$ cat src/rtl/psum_rearrange_ctrl.sv
// Sequencer for the psum rearrange buffer: scatters the pixel-interleaved psum stream
// channel-major into the buffer, then streams the buffer back out in address order.
module psum_rearrange_ctrl #(
   parameter int FMAP_W       = 24,
   parameter int FMAP_H       = 24,
   parameter int FMAP_CH      = 6,
   parameter int ADDR_W       = 12,
   parameter int DATA_W       = 8,
   parameter int CLEAR_CYCLES = 4096
) (
   input  logic              clock,
   input  logic              reset,
   input  logic              start,
   output logic              busy,
   output logic              done,
   input  logic [DATA_W-1:0] in_data,
   input  logic              in_valid,
   output logic              in_ready,
   output logic              buf_write_en,
   output logic              buf_data_in_valid,
   output logic [ADDR_W-1:0] buf_write_addr,
   output logic [DATA_W-1:0] buf_data_in,
   output logic [ADDR_W-1:0] buf_read_addr,
   input  logic [DATA_W-1:0] buf_data_out,
   output logic [DATA_W-1:0] out_data,
   output logic              out_valid,
   input  logic              out_ready,
   output logic              out_last
);

   localparam int TOTAL = FMAP_W * FMAP_H * FMAP_CH;
   localparam int PLANE = FMAP_W * FMAP_H;
   localparam int CLR_W = $clog2(CLEAR_CYCLES + 1);

   localparam logic [ADDR_W-1:0] PLANE_A    = ADDR_W'(PLANE);
   localparam logic [ADDR_W-1:0] PLANE_LAST = ADDR_W'(PLANE - 1);
   localparam logic [ADDR_W-1:0] CH_LAST    = ADDR_W'(FMAP_CH - 1);
   localparam logic [ADDR_W:0]   TOTAL_P    = (ADDR_W + 1)'(TOTAL);
   localparam logic [ADDR_W:0]   LAST_P     = (ADDR_W + 1)'(TOTAL - 1);
   localparam logic [CLR_W-1:0]  CLR_LAST   = CLR_W'(CLEAR_CYCLES - 1);

   typedef enum logic [2:0] {
      S_CLEAR,
      S_IDLE,
      S_WRITE,
      S_READ,
      S_DONE
   } state_t;

   state_t              state;
   logic [CLR_W-1:0]    clr_cnt;
   logic [ADDR_W-1:0]   ch_cnt;
   logic [ADDR_W-1:0]   ch_off;
   logic [ADDR_W-1:0]   pix_base;
   logic [ADDR_W:0]     rd_ptr;
   logic                in_flight;
   logic                in_flight_last;

   logic [1:0][DATA_W-1:0] fifo_data;
   logic [1:0]             fifo_last;
   logic                   fifo_wr;
   logic                   fifo_rd;
   logic [1:0]             fifo_count;

   logic       wr_fire;
   logic       wr_final;
   logic       pop;
   logic [2:0] occ;
   logic       issue;

   assign wr_fire  = (state == S_WRITE) && in_valid;
   assign wr_final = wr_fire && (ch_cnt == CH_LAST) && (pix_base == PLANE_LAST);
   assign pop      = (fifo_count != 2'd0) && out_ready;
   // A slot popped this cycle is already free, which keeps one element per cycle flowing.
   assign occ      = {1'b0, fifo_count} + {2'b0, in_flight} - {2'b0, pop};
   assign issue    = (state == S_READ) && (rd_ptr < TOTAL_P) && (occ < 3'd2);

   assign busy              = (state != S_IDLE);
   assign done              = (state == S_DONE);
   assign in_ready          = (state == S_WRITE);
   assign buf_write_en      = wr_fire;
   assign buf_data_in_valid = wr_fire;
   assign buf_write_addr    = wr_fire ? (pix_base + ch_off) : '0;
   assign buf_data_in       = wr_fire ? in_data : '0;
   assign buf_read_addr     = rd_ptr[ADDR_W-1:0];
   assign out_valid         = (fifo_count != 2'd0);
   assign out_data          = fifo_data[fifo_rd];
   assign out_last          = out_valid && fifo_last[fifo_rd];

   // Phase sequencing plus the write scatter counters and the read issue pointer.
   // Channel is the fastest-moving input index, so its offset steps by a whole plane
   // while the pixel base steps by one each time the channel count wraps.
   always_ff @(posedge clock or negedge reset) begin
      if (!reset) begin
         state          <= S_CLEAR;
         clr_cnt        <= '0;
         ch_cnt         <= '0;
         ch_off         <= '0;
         pix_base       <= '0;
         rd_ptr         <= '0;
         in_flight      <= 1'b0;
         in_flight_last <= 1'b0;
      end else begin
         in_flight      <= issue;
         in_flight_last <= issue && (rd_ptr == LAST_P);
         case (state)
            S_CLEAR: begin
               if (clr_cnt == CLR_LAST) begin
                  state <= S_IDLE;
               end else begin
                  clr_cnt <= clr_cnt + 1'b1;
               end
            end
            S_IDLE: begin
               if (start) begin
                  state    <= S_WRITE;
                  ch_cnt   <= '0;
                  ch_off   <= '0;
                  pix_base <= '0;
                  rd_ptr   <= '0;
               end
            end
            S_WRITE: begin
               if (wr_fire) begin
                  if (ch_cnt == CH_LAST) begin
                     ch_cnt   <= '0;
                     ch_off   <= '0;
                     pix_base <= pix_base + 1'b1;
                  end else begin
                     ch_cnt <= ch_cnt + 1'b1;
                     ch_off <= ch_off + PLANE_A;
                  end
               end
               if (wr_final) begin
                  state <= S_READ;
               end
            end
            S_READ: begin
               if (issue) begin
                  rd_ptr <= rd_ptr + 1'b1;
               end
               if (pop && fifo_last[fifo_rd]) begin
                  state <= S_DONE;
               end
            end
            S_DONE: begin
               state <= S_IDLE;
            end
            default: begin
               state <= S_CLEAR;
            end
         endcase
      end
   end

   // Two-entry output FIFO fed by the buffer's one-cycle read return.
   always_ff @(posedge clock or negedge reset) begin
      if (!reset) begin
         fifo_data  <= '0;
         fifo_last  <= '0;
         fifo_wr    <= 1'b0;
         fifo_rd    <= 1'b0;
         fifo_count <= 2'd0;
      end else begin
         if (in_flight) begin
            fifo_data[fifo_wr] <= buf_data_out;
            fifo_last[fifo_wr] <= in_flight_last;
            fifo_wr            <= ~fifo_wr;
         end
         if (pop) begin
            fifo_rd <= ~fifo_rd;
         end
         case ({in_flight, pop})
            2'b10:   fifo_count <= fifo_count + 2'd1;
            2'b01:   fifo_count <= fifo_count - 2'd1;
            default: fifo_count <= fifo_count;
         endcase
      end
   end

endmodule

$ cat config.mk
export PLATFORM = sky130hd
export DESIGN_NAME = psum_rearrange_ctrl
export DESIGN_NICKNAME = d
export VERILOG_FILES = /design/src/rtl/psum_rearrange_ctrl.sv
export SDC_FILE = /design/constraint.sdc
export NUM_CORES = 1
export LEC_CHECK = 0
export ABC_AREA = 0
export CAP_MARGIN = 10
export CORE_MARGIN = 8
export CORE_UTILIZATION = 55
export CTS_CLUSTER_SIZE = 24
export DETAILED_ROUTE_END_ITERATION = 8
export PLACE_DENSITY = 0.81
export SLEW_MARGIN = 20
export SYNTH_ARGS = -nofsm -noshare
export SYNTH_HDL_FRONTEND = slang
export SYNTH_SLANG_ARGS = --single-unit
$ cat constraint.sdc
create_clock -name clock -period 3.3 [get_ports clock]
set_clock_uncertainty 0.2 [all_clocks]
set_input_delay 0.99 -clock clock [delete_from_list [all_inputs] [get_ports clock]]
set_output_delay 0.99 -clock clock [all_outputs]
set_load 0.005 [all_outputs]
# After elaboration in Yosys (flattened, before gate mapping)
# Cells that the tools add are included.
# Widths: inputs -> output; s select.
[classes]
add_sub_neg = 10
magnitude_cmp = 5
eq_ne = 18
n_mux = 31
bitwise_logic = 3
n_reduce_logical = 20
[ops]
columns = ["cell", "n"]
rows = [
  ["$mux 12", 8],
  ["$pmux 12 s2", 3],
  ["$mux 8", 4],
  ["$add 13x1->13 const B", 2],
  ["$eq 13x12->1 const B", 2],
  ["$mux 13", 2],
  ["$pmux 13 s2", 1],
  ["$add 12x1->12 const B", 2],
  ["$bwmux 16", 1],
  ["$pmux 3 s5", 1],
  ["$lt 13x12->1 const B", 1],
  ["$add 12x10->12 const B", 1],
  ["$add 12x12->12", 1],
  ["$eq 12x10->1 const B", 1],
  ["$eq 12x3->1 const B", 1],
  ["$mux 3", 4],
  ["$logic_and 1x1->1", 10],
  ["$demux 8 s1", 1],
  ["$ne 2x1->1 const B", 4],
  ["$reduce_and 4->1", 2],
  ["$reduce_bool 2->1", 4],
  ["$eq 3x2->1 const B", 2],
  ["$ne 2x2->1 const B", 3],
  ["$reduce_and 3->1", 2],
  ["other kinds (19)", 24],
]
[word_totals]
ff_bits = 89
input_bits = 21
output_inout_bits = 47
word_cells = 101

# Longest topological paths before layout
# Gate-level depths: netlist (run 1).
[logic_depth]
ltp_word = 7
ltp_mapped = 10
ltp_nobuf = 9

# Worst setup path after synthesis (run 1)
# No wires, ideal clock.
[synth_path]
path_type = "in2reg"
from = "input out_ready"
to = "register rd_ptr[5]"
setup_time_ps = 83
arrival_time_ps = 2801
required_time_ps = 3017
setup_slack_ps = 216
stages = 9
n_path_buf = 1
path_cell_list = "nand2b_1 nor2_1 o21ai_0 fa_1 and2b_2 o2111ai_2 buf_6 or4_1 o21ai_0"
[synth_between]
elab_chain_cells = 6
[synth_lines]
columns = ["element", "line_no", "source"]
rows = [
  ["start, declared", "27", "input logic out_ready,"],
  ["$logic_and 1x1->1", "73", "assign pop = (fifo_count != 2'd0) && out_ready;"],
  ["$sub 3x1->3", "75", "assign occ = {1'b0, fifo_count} + {2'b0, in_flight} - {2'b0, pop};"],
  ["$lt 3x2->1", "76", "assign issue = (state == S_READ) && (rd_ptr < TOTAL_P) && (occ < 3'd2);"],
  ["$logic_and 1x1->1", "76", ""],
  ["$ne 2x2->1 (no source line)", "--", ""],
  ["$reduce_and 3->1 (no source line)", "--", ""],
  ["end signal, assigned", "140", "rd_ptr <= rd_ptr + 1'b1;"],
  ["end, declared", "55", "logic [ADDR_W:0] rd_ptr;"],
]
# No other way between the ends.
# A chain may end at the register's enable or synchronous reset.

# Worst setup path after layout (run 1)
[layout_path]
from = "register pix_base[10]"
to = "output buf_write_addr[11]"
[layout_between]
elab_chain_cells = 2
[layout_lines]
columns = ["element", "line_no", "source"]
rows = [
  ["start, declared", "54", "logic [ADDR_W-1:0] pix_base;"],
  ["start signal, assigned", "128", "pix_base <= pix_base + 1'b1;"],
  ["$add 12x12->12", "83", "assign buf_write_addr = wr_fire ? (pix_base + ch_off) : '0;"],
  ["$mux 12", "83", ""],
  ["end, declared", "21", "output logic [ADDR_W-1:0] buf_write_addr,"],
]
# No other way between the ends.

==> results of run 1 <==
## cells in the mapped netlist, types with 4 or more instances
cell type and number:
nor4_1 5, and2_1 18, a31oi_1 12, nand3_1 31
xnor2_1 9, a211oi_1 7, mux2i_1 13, nand2b_1 8
nand4_1 11, inv_1 17, clkbuf_1 10, and3_1 9
dfrtp_1 83, xor2_1 10, or3_1 4, o21ai_0 15
nand2_1 41, a21oi_1 16, buf_2 8, nor3_1 12
buf_6 4, o211ai_1 4, ha_1 11, mux2_2 30
nor2_1 25, buf_4 16
## final cells by class
cell class	count	area [µm²]
multi-input combinational	351	2535
sequential	83	2077
clock buffer	10	127.6
clock inverter	6	113.9
tap	108	135.1
fill	629	2624
inverter	18	75.07
timing repair buffer	106	948.4
## power by group
group	switching, mW	total, mW	internal, mW
combinational	0.923	1.94	1.02
sequential	0.301	1.60	1.30
clock	0.384	0.888	0.504
total	1.61	4.43	2.82
## worst register-to-register path, delay by kind of cell (launching register included)
kind	cells	cell delay, ns
AND/OR/NAND/NOR	3	0.82
flip-flops	1	0.53
adder cells (fa/ha/maj)	1	0.50
AO/OA/AOI/OAI	3	0.40
buffers and inverters	1	0.07
## metal layers
metal	routed length (µm)	part of all wire (%)	vias up	global-route usage [%]
li1	-	-	1917	-
met1	5072	43	1933	25.52
met2	5864	50	125	33.30
met3	710	6.0	16	4.279
met4	164	1.4	0	6.365
met5	0	0	-	0
## state kept, by name, summed over array words and instances (netlist names), 2 cells and up
name,flops
fifo_count,2
ch_cnt,12
fifo_data,16
fifo_last,2
state,3
pix_base,12
ch_off,6
rd_ptr,13
clr_cnt,13
## worst min path at each step
stage	endpoint	cells after the start
floorplan	clr_cnt[12]$_DFFE_PN0N_	1
global placement	clr_cnt[12]$_DFFE_PN0N_	1
detailed placement	clr_cnt[12]$_DFFE_PN0N_	1
CTS	clr_cnt[12]$_DFFE_PN0N_	1
global route	clr_cnt[12]$_DFFE_PN0N_	1
finish	clr_cnt[12]$_DFFE_PN0N_	1
## cells by family after synthesis
logic type / after synthesis / synth area share, %
buf+inv: 56 / 6.397
flops: 83 / 42.82
simple gates: 194 / 22.29
fa+ha+maj: 12 / 3.250
compound gates: 83 / 12.17
xor+xnor: 19 / 3.430
mux: 43 / 9.646
## per-stage QoR
| stage | cell area (µm²) | hold WS, ns | setup WS (ns) | util, % |
|---|---|---|---|---|
| 6_report | 6012 | 0.2929 | -0.01092 | 69.62 |
| 5_1_grt | 6012 | 0.3136 | -0.1022 | 69.62 |
| 4_1_cts | 5989 | 0.2973 | -0.04650 | 69.36 |
| 3_5_place_dp | 5679 | 0.2774 | -0.5172 | 65.76 |
| 3_3_place_gp | 5679 | 0.2672 | -0.5025 | 65.76 |
| 2_1_floorplan | 4851 | 0.2484 | 0.2160 | - |
## what timing repair did
item | 4_1_cts | 5_1_grt
buffers inserted | 5 | 0
pin swaps | 3 | 2
setup endpoints to repair | 22 | 25
gates resized for setup | 39 | 15
==> flow_summary.json, run 1 <==
{
  "worstHoldStart": "clr_cnt[12]$_DFFE_PN0N_",
  "path_buf_inv": 2,
  "finalNonFillerCells": 682,
  "placed_cells": 661,
  "portBuffers": 67,
  "seq_area_frac_synth_pct": 42.82,
  "synth_edf_count": 0,
  "clk_path_buf_depth": 2,
  "setup_violations": 1,
  "die_y_um": 109.9,
  "path_cells": "ha_4 -> buf_4 -> a221o_1 -> or3_1 -> a21oi_1 -> buf_2",
  "overflow": 0,
  "cts_sinks": 83,
  "ant_nets": 0,
  "synth-main-ff-cell": "dfrtp_1",
  "ir_drop_mv": 0.5886,
  "drv_cap": 0,
  "vias": 3991,
  "cp-end-kind": "output port",
  "fmax_mhz": 302.0,
  "worst_path_max_delay_cell": "dfrtp_1",
  "crit_end": "buf_write_addr[11]",
  "drive_gt1_share_pct": 21.25,
  "power_density_nw_per_um2": 736.5,
  "synth_area_leader_cell": "dfrtp_1",
  "timing.rr.start": "fifo_count[1]$_DFFE_PN0P_",
  "initial_core_util_pct": 56.17,
  "area_growth_pct": 23.94,
  "die-area_um2": 12080,
  "drv_slew": 0,
  "leakage_nw": 2.627,
  "async_reset_ff_share_pct": 100.0,
  "final_cell_mix": "dfrtp_1 (83), clkdlybuf4s50_1 (43), nand2_1 (41), buf_4 (37), nand3_1 (31)",
  "cp-start-kind": "flop",
  "drtPass1Iterations": 5,
  "rsz0062_at_grt": "yes",
  "track_usage_pct": 20.06,
  "routed_via_density": 5.852,
  "root_buffer": "clkbuf_8",
  "ys_warn_count": 0,
  "reg2reg_to": "rd_ptr[5]$_DFFE_PN0P_",
  "worstMarginPinSlew_ns": 0.7989,
  "crit_family": "compound AO/OA/AOI/OAI gates",
  "drc": 0,
  "ys_ff_latch": 83,
  "diodes": 0,
  "crit_start": "pix_base[10]$_DFFE_PN0P_",
  "nets": 602,
  "netlist_top_cells_area": "dfrtp_1 (43%), mux2_2 (7.0%), nand3_1 (3.2%)",
  "clkLatencyLatePin_ns": 0.36,
  "rr_worst_depth": 8,
  "cpPeakStageDelay_ns": 0.45,
  "fin_crit_ns": 3.311,
  "status": "finished, violations left",
  "p_total_mw": 4.428,
  "cts_buffers": 9,
  "synth_fp_nets": 523,
  "wire_per_inst_um": 17.32,
  "synth_cell_types": 66,
  "die_x_um": 109.9,
  "regToRegSetupSlack_ns": 0.68,
  "crit_fanout": 3,
  "grt_pass1_vias": 4030,
  "hpwl_mm": 7.987,
  "syn_area_per_cell_um2": 9.900,
  "rows": 34,
  "critical_path_class": "reg -> out",
  "syn_area_um2": 4851,
  "crit_cells": 6,
  "cp.required_ns": 2.11,
  "final_common_cell": "dfrtp_1",
  "fin_tns_setup_ns": -0.01092,
  "synthCells": 490,
  "cp.arrival_ns": 2.12,
  "h-tree-depth": 3,
  "grt_max_degree": 47,
  "gp_congestion": 0.8672,
  "grt_pass1_wl_mm": 19.49,
  "relSlewSlack_pct": 46.63,
  "synth_top_cell_area_share_pct": 42.82,
  "fin_crit_sh_pct": 100.3,
  "ioPinCount": 68,
  "clkTransAtPathRegs_ns": 0.09,
  "drt_iter0_drc": 213,
  "coreArea_um2": 8636,
  "timing.final.ws_setup_ns": -0.01092,
  "violations": "setup timing",
  "finalWirelength_mm": 11.81,
  "cts_tree": "built",
  "ctsHoldBuffers": 0,
  "hold_path_class": "reg -> reg",
  "antenna_found_initial": 0,
  "finalHoldViolCount": 0
}
(Power assumes the default switching activity.)
==> run 2, diff against run 1 <==
Settings changed: CORE_UTILIZATION 55 to 57, CTS_BUF_LIST set to sky130_fd_sc_hd__clkbuf_4 sky130_fd_sc_hd__clkbuf_8, PLACE_DENSITY 0.81 to 0.84.
==> run 2 against run 1 <==
  * The run still ends with setup timing left
  * Via count rose by 2.1%
  * Core utilization up 3.7 points
  * Die area down 3.0%
  * Sequential power hardly changed
  * Critical endpoint unchanged
  * Highest routed layer unchanged
==> flow_summary.json, run 2 (same netlist as run 1, synthesis figures left out) <==
{
  "cp-start-kind": "flop",
  "grt_pass1_wl_mm": 19.52,
  "largest_reg_flops": 16,
  "setup_violations": 1,
  "root_buffer": "clkbuf_8",
  "ctsHoldBuffers": 0,
  "diodes": 0,
  "critical_path_class": "reg -> out",
  "area_growth_pct": 24.22,
  "cts_tree": "built",
  "multiInputGateArea_um2": 2561,
  "p_total_mw": 4.346,
  "clkLatencyLatePin_ns": 0.37,
  "rr_worst_depth": 8,
  "place_ws_ns": -0.5759,
  "gp_congestion": 0.8315,
  "worst_path_max_delay_cell": "dfrtp_1",
  "worst_hold_slack_ns": 0.3002,
  "rows": 33,
  "cts_buffers": 9,
  "status": "finished, violations left",
  "path_buf_inv": 1,
  "die_x_um": 108.3,
  "initial_core_util_pct": 59.04,
  "fin_util_pct": 73.34,
  "finalHoldViolCount": 0,
  "drv_slew": 0,
  "hpwl_mm": 8.297,
  "antenna_found_initial": 0,
  "fin_crit_sh_pct": 103.4,
  "top_regs": "fifo_data (16), clr_cnt (13), rd_ptr (13)",
  "die-area_um2": 11720,
  "worstMarginPinSlew_ns": 0.8451,
  "grt_pass1_vias": 4189,
  "fin_crit_ns": 3.412,
  "cp-end-kind": "output port",
  "finalWirelength_mm": 11.93,
  "routed_via_density": 5.966,
  "vias": 4075,
  "top_register": "fifo_data",
  "portBuffers": 67,
  "crit_fanout": 2,
  "timing.final.ws_setup_ns": -0.1118,
  "crit_cells": 6,
  "crit_start": "ch_off[7]$_DFFE_PN0P_",
  "worstHoldStart": "clr_cnt[3]$_DFFE_PN0N_",
  "drtPass1Iterations": 5,
  "wire_per_inst_um": 17.46,
  "leakage_nw": 2.604,
  "drt_iter0_drc": 190,
  "cp.arrival_ns": 2.22,
  "coreArea_um2": 8217,
  "ant_nets": 0,
  "die_y_um": 108.3,
  "drc": 0,
  "reg2reg_to": "rd_ptr[5]$_DFFE_PN0P_",
  "grt_max_degree": 39,
  "clk_path_buf_depth": 2,
  "cpPeakStageDelay_ns": 0.42,
  "relSlewSlack_pct": 43.55,
  "ir_drop_mv": 0.4801,
  "ioPinCount": 68,
  "violations": "setup timing",
  "clkTransAtPathRegs_ns": 0.09,
  "power_density_nw_per_um2": 721.2,
  "timing.rr.start": "fifo_count[1]$_DFFE_PN0P_",
  "path_cells": "ha_4 -> a21o_1 -> a221o_1 -> or3_4 -> a21oi_4 -> buf_2",
  "crit_family": "compound AO/OA/AOI/OAI gates",
  "fillers": 548,
  "rsz0062_at_grt": "yes",
  "drive_gt1_share_pct": 22.32,
  "final_common_cell": "dfrtp_1",
  "regToRegSetupSlack_ns": 0.70,
  "crit_end": "buf_write_addr[11]",
  "hold_path_class": "reg -> reg",
  "track_usage_pct": 20.58,
  "nets": 606,
  "fmax_mhz": 293.1,
  "drv_cap": 0,
  "overflow": 0,
  "final_cell_mix": "dfrtp_1 (83), clkdlybuf4s50_1 (45), nand2_1 (41), buf_4 (41), nand3_1 (31)",
  "cts_sinks": 83,
  "cp.required_ns": 2.11,
  "h-tree-depth": 3,
  "regArea_um2": 2077
}
## run 2: cell count changes in the layout (fill, tap and decap cells not counted), moves of 2 or more
cell             change
buf_2                +2
buf_4                +4
bufinv_16            -2
clkbuf_2             -2
clkdlybuf4s15_1      +6
clkdlybuf4s50_1      +2
dlygate4sd2_1        -6
ha_1                 -2
inv_6                +2
o21ai_0              -2
o21ai_1              +2
## run 2: where the power goes
group	leakage (nW)	internal (mW)	switching, mW
combinational	1.41	1.03	0.933
clock	0.102	0.363	0.413
sequential	1.09	1.30	0.308
total	2.60	2.69	1.65
## run 2: repair_timing
| action | 4_1_cts | 5_1_grt |
|---|---|---|
| buffers inserted | 3 | 3 |
| gates resized for setup | 47 | 18 |
| endpoints found under the hold margin | 0 | 0 |
| pin swaps | 0 | 2 |
| setup endpoints to repair | 22 | 27 |
## run 2: worst min path at each step
stage                         endpoint  slack (ns)  cells past startpoint
2_1_floorplan  clr_cnt[12]$_DFFE_PN0N_        0.25                      1
3_3_place_gp   clr_cnt[12]$_DFFE_PN0N_        0.27                      1
3_5_place_dp       fifo_wr$_DFFE_PN0P_        0.29                      1
4_1_cts         clr_cnt[3]$_DFFE_PN0N_        0.30                      1
5_1_grt         clr_cnt[7]$_DFFE_PN0N_        0.32                      1
6_report        clr_cnt[3]$_DFFE_PN0N_        0.30                      1
## run 2: cell type report
cell class | count | area share [%]
well taps | 105 | 2.180
flip-flops and latches | 83 | 34.47
clock buffers | 9 | 2.056
repair buffers | 110 | 16.15
multi-input cells | 351 | 42.50
clock inverters | 7 | 1.391
inverters | 18 | 1.246
## run 2: stage by stage
stage	setup TNS [ns]	instance area (µm²)	instances
floorplan	0	4851	490
global placement	-11.67	5698	661
detailed placement	-14.58	5698	661
CTS	-0.2592	5957	680
global route	-0.1588	6026	683
finish	-0.1118	6026	683
## run 2: layer usage
layer | part of all wire [%] | vias to the layer above | global-route usage [%]
met1 | 42 | 2007 | 24.86
met4 | 2.0 | 0 | 9.286
met2 | 51 | 126 | 34.96
met5 | 0 | - | 0
met3 | 5.3 | 19 | 3.867
li1 | - | 1923 | -
==> run 3, diff against run 2 <==
Settings changed: CORE_ASPECT_RATIO set to 1.4.
==> run 3 against run 2 <==
  * The flow still finishes with violations (setup timing)
  * Sequential cell count is the same
  * Count of clock-buffer cells in the layout grew 2
  * Largest power group unchanged
  * Cell area is essentially flat
  * Critical endpoint unchanged
  * Setup slack gained 0.048 ns
  * Register-to-register slack is essentially flat
  * Non-clock buffer count grew 5
  * First-iteration DRC count grew 79%
  * Maximum frequency grew 1.4%
  * Global-route usage grew 0.48 points
  * Cell count grew 0.59%
  * Wire length grew 2.9%
==> flow_summary.json, run 3 (same netlist as run 1, synthesis figures left out) <==
{
  "status": "finished, violations left",
  "violations": "setup timing",
  "track_usage_pct": 21.05,
  "worstMarginPinSlew_ns": 0.8352,
  "drtPass1Iterations": 5,
  "drc": 0,
  "clkTransAtPathRegs_ns": 0.08,
  "h-tree-depth": 3,
  "worst_path_max_delay_cell": "dfrtp_1",
  "cpPeakStageDelay_ns": 0.40,
  "top_register": "fifo_data",
  "clkLatencyLatePin_ns": 0.36,
  "cp-start-kind": "flop",
  "relSlewSlack_pct": 44.21,
  "die-area_um2": 11760,
  "final_cell_mix": "dfrtp_1 (83), clkdlybuf4s50_1 (43), buf_4 (43), nand2_1 (41), nand3_1 (31)",
  "antenna_found_initial": 0,
  "nets": 611,
  "ant_nets": 0,
  "fin_util_pct": 71.62,
  "power_density_nw_per_um2": 729.2,
  "rows": 40,
  "critical_path_class": "reg -> out",
  "drt_iter0_drc": 341,
  "clk_path_buf_depth": 2,
  "ioPinCount": 68,
  "cts_sinks": 83,
  "crit_family": "simple AND/OR/NAND/NOR gates",
  "fin_crit_sh_pct": 101.9,
  "place_ws_ns": -0.4552,
  "gp_congestion": 0.8525,
  "cp-end-kind": "output port",
  "leakage_nw": 2.630,
  "crit_fanout": 2,
  "cp.required_ns": 2.11,
  "vias": 4106,
  "coreArea_um2": 8408,
  "initial_core_util_pct": 57.69,
  "grt_pass1_wl_mm": 20.01,
  "hold_path_class": "reg -> reg",
  "fmax_mhz": 297.2,
  "cts_buffers": 9,
  "portBuffers": 67,
  "overflow": 0,
  "fin_crit_ns": 3.364,
  "area_growth_pct": 24.14,
  "ir_drop_mv": 0.4050,
  "timing.final.ws_setup_ns": -0.06429,
  "final_common_cell": "dfrtp_1",
  "wire_per_inst_um": 17.87,
  "die_x_um": 93.97,
  "cp.arrival_ns": 2.17,
  "grt_max_degree": 53,
  "drv_slew": 0,
  "root_buffer": "clkbuf_8",
  "drv_cap": 0,
  "die_y_um": 125.2,
  "finalHoldViolCount": 0,
  "setup_violations": 1,
  "diodes": 0,
  "finalWirelength_mm": 12.28,
  "hpwl_mm": 8.448,
  "cts_tree": "built",
  "largest_reg_flops": 16,
  "top_regs": "fifo_data (16), clr_cnt (13), rd_ptr (13)",
  "fillers": 615,
  "routed_via_density": 5.977,
  "rsz0062_at_grt": "yes",
  "drive_gt1_share_pct": 23.88,
  "path_cells": "ha_1 -> and3_4 -> a221o_1 -> or3_1 -> a21oi_1 -> buf_2",
  "path_buf_inv": 1,
  "grt_pass1_vias": 4088
}
## run 3: power by group
part / switching, mW / leakage [nW] / internal [mW]
registers: 0.308 / 1.09 / 1.30
logic: 0.958 / 1.45 / 1.07
clock network: 0.373 / 0.0974 / 0.385
## run 3: stage by stage
stage               total power, mW  instance area, µm²  cells  hold slack [ns]  setup TNS, ns
floorplan                     2.754                4851    490           0.2484              0
global placement              3.402                5695    659           0.2665         -9.542
detailed placement            3.497                5695    659           0.2751         -11.59
CTS                           4.350                6001    684           0.2929       -0.06798
global route                  4.660                6022    687           0.3025        -0.1195
finish                        4.392                6022    687           0.2955       -0.06429
## run 3: what timing repair did
| item | CTS | global route |
|---|---|---|
| gates resized for setup | 47 | 31 |
| pin swaps | 5 | 5 |
| setup endpoints to repair | 22 | 25 |
| hold buffers | 0 | 0 |
| setup buffers | 10 | 4 |
## run 3: path summary, 6_finish.rpt
path	from	end	slack [ns]	cells past startpoint
setup reg to reg	fifo_count[1]$_DFFE_PN0P_	rd_ptr[5]$_DFFE_PN0P_	0.69	8
max in group asynchronous	reset	pix_base[3]$_DFFE_PN0P_	1.90	2
hold reg to reg	clr_cnt[12]$_DFFE_PN0N_	clr_cnt[12]$_DFFE_PN0N_	0.30	1
min in group asynchronous	reset	clr_cnt[9]$_DFFE_PN0N_	0.38	1
setup / recovery	pix_base[8]$_DFFE_PN0P_	buf_write_addr[11]	-0.06	6
hold / removal	clr_cnt[12]$_DFFE_PN0N_	clr_cnt[12]$_DFFE_PN0N_	0.30	1
## run 3: cell type report
| cell class | count | area [µm²] | area share, % |
|---|---|---|---|
| repair buffers | 115 | 1005 | 16.68 |
| clock buffers | 11 | 151.4 | 2.514 |
| multi-input cells | 351 | 2540 | 42.18 |
| inverters | 18 | 67.56 | 1.122 |
| flip-flops and latches | 83 | 2077 | 34.49 |
| clock inverters | 4 | 50.05 | 0.8311 |
| well taps | 105 | 131.4 | 2.182 |
## run 3: per-layer routing
metal,GRT usage (%),part of all wire (%),wire length (µm),up-vias
li1,-,-,-,1937
met1,24.25,40,4945,2015
met2,36.09,52,6375,127
met3,4.790,4.8,591,27
met4,8.716,3.0,363,0
met5,0,0,0,-
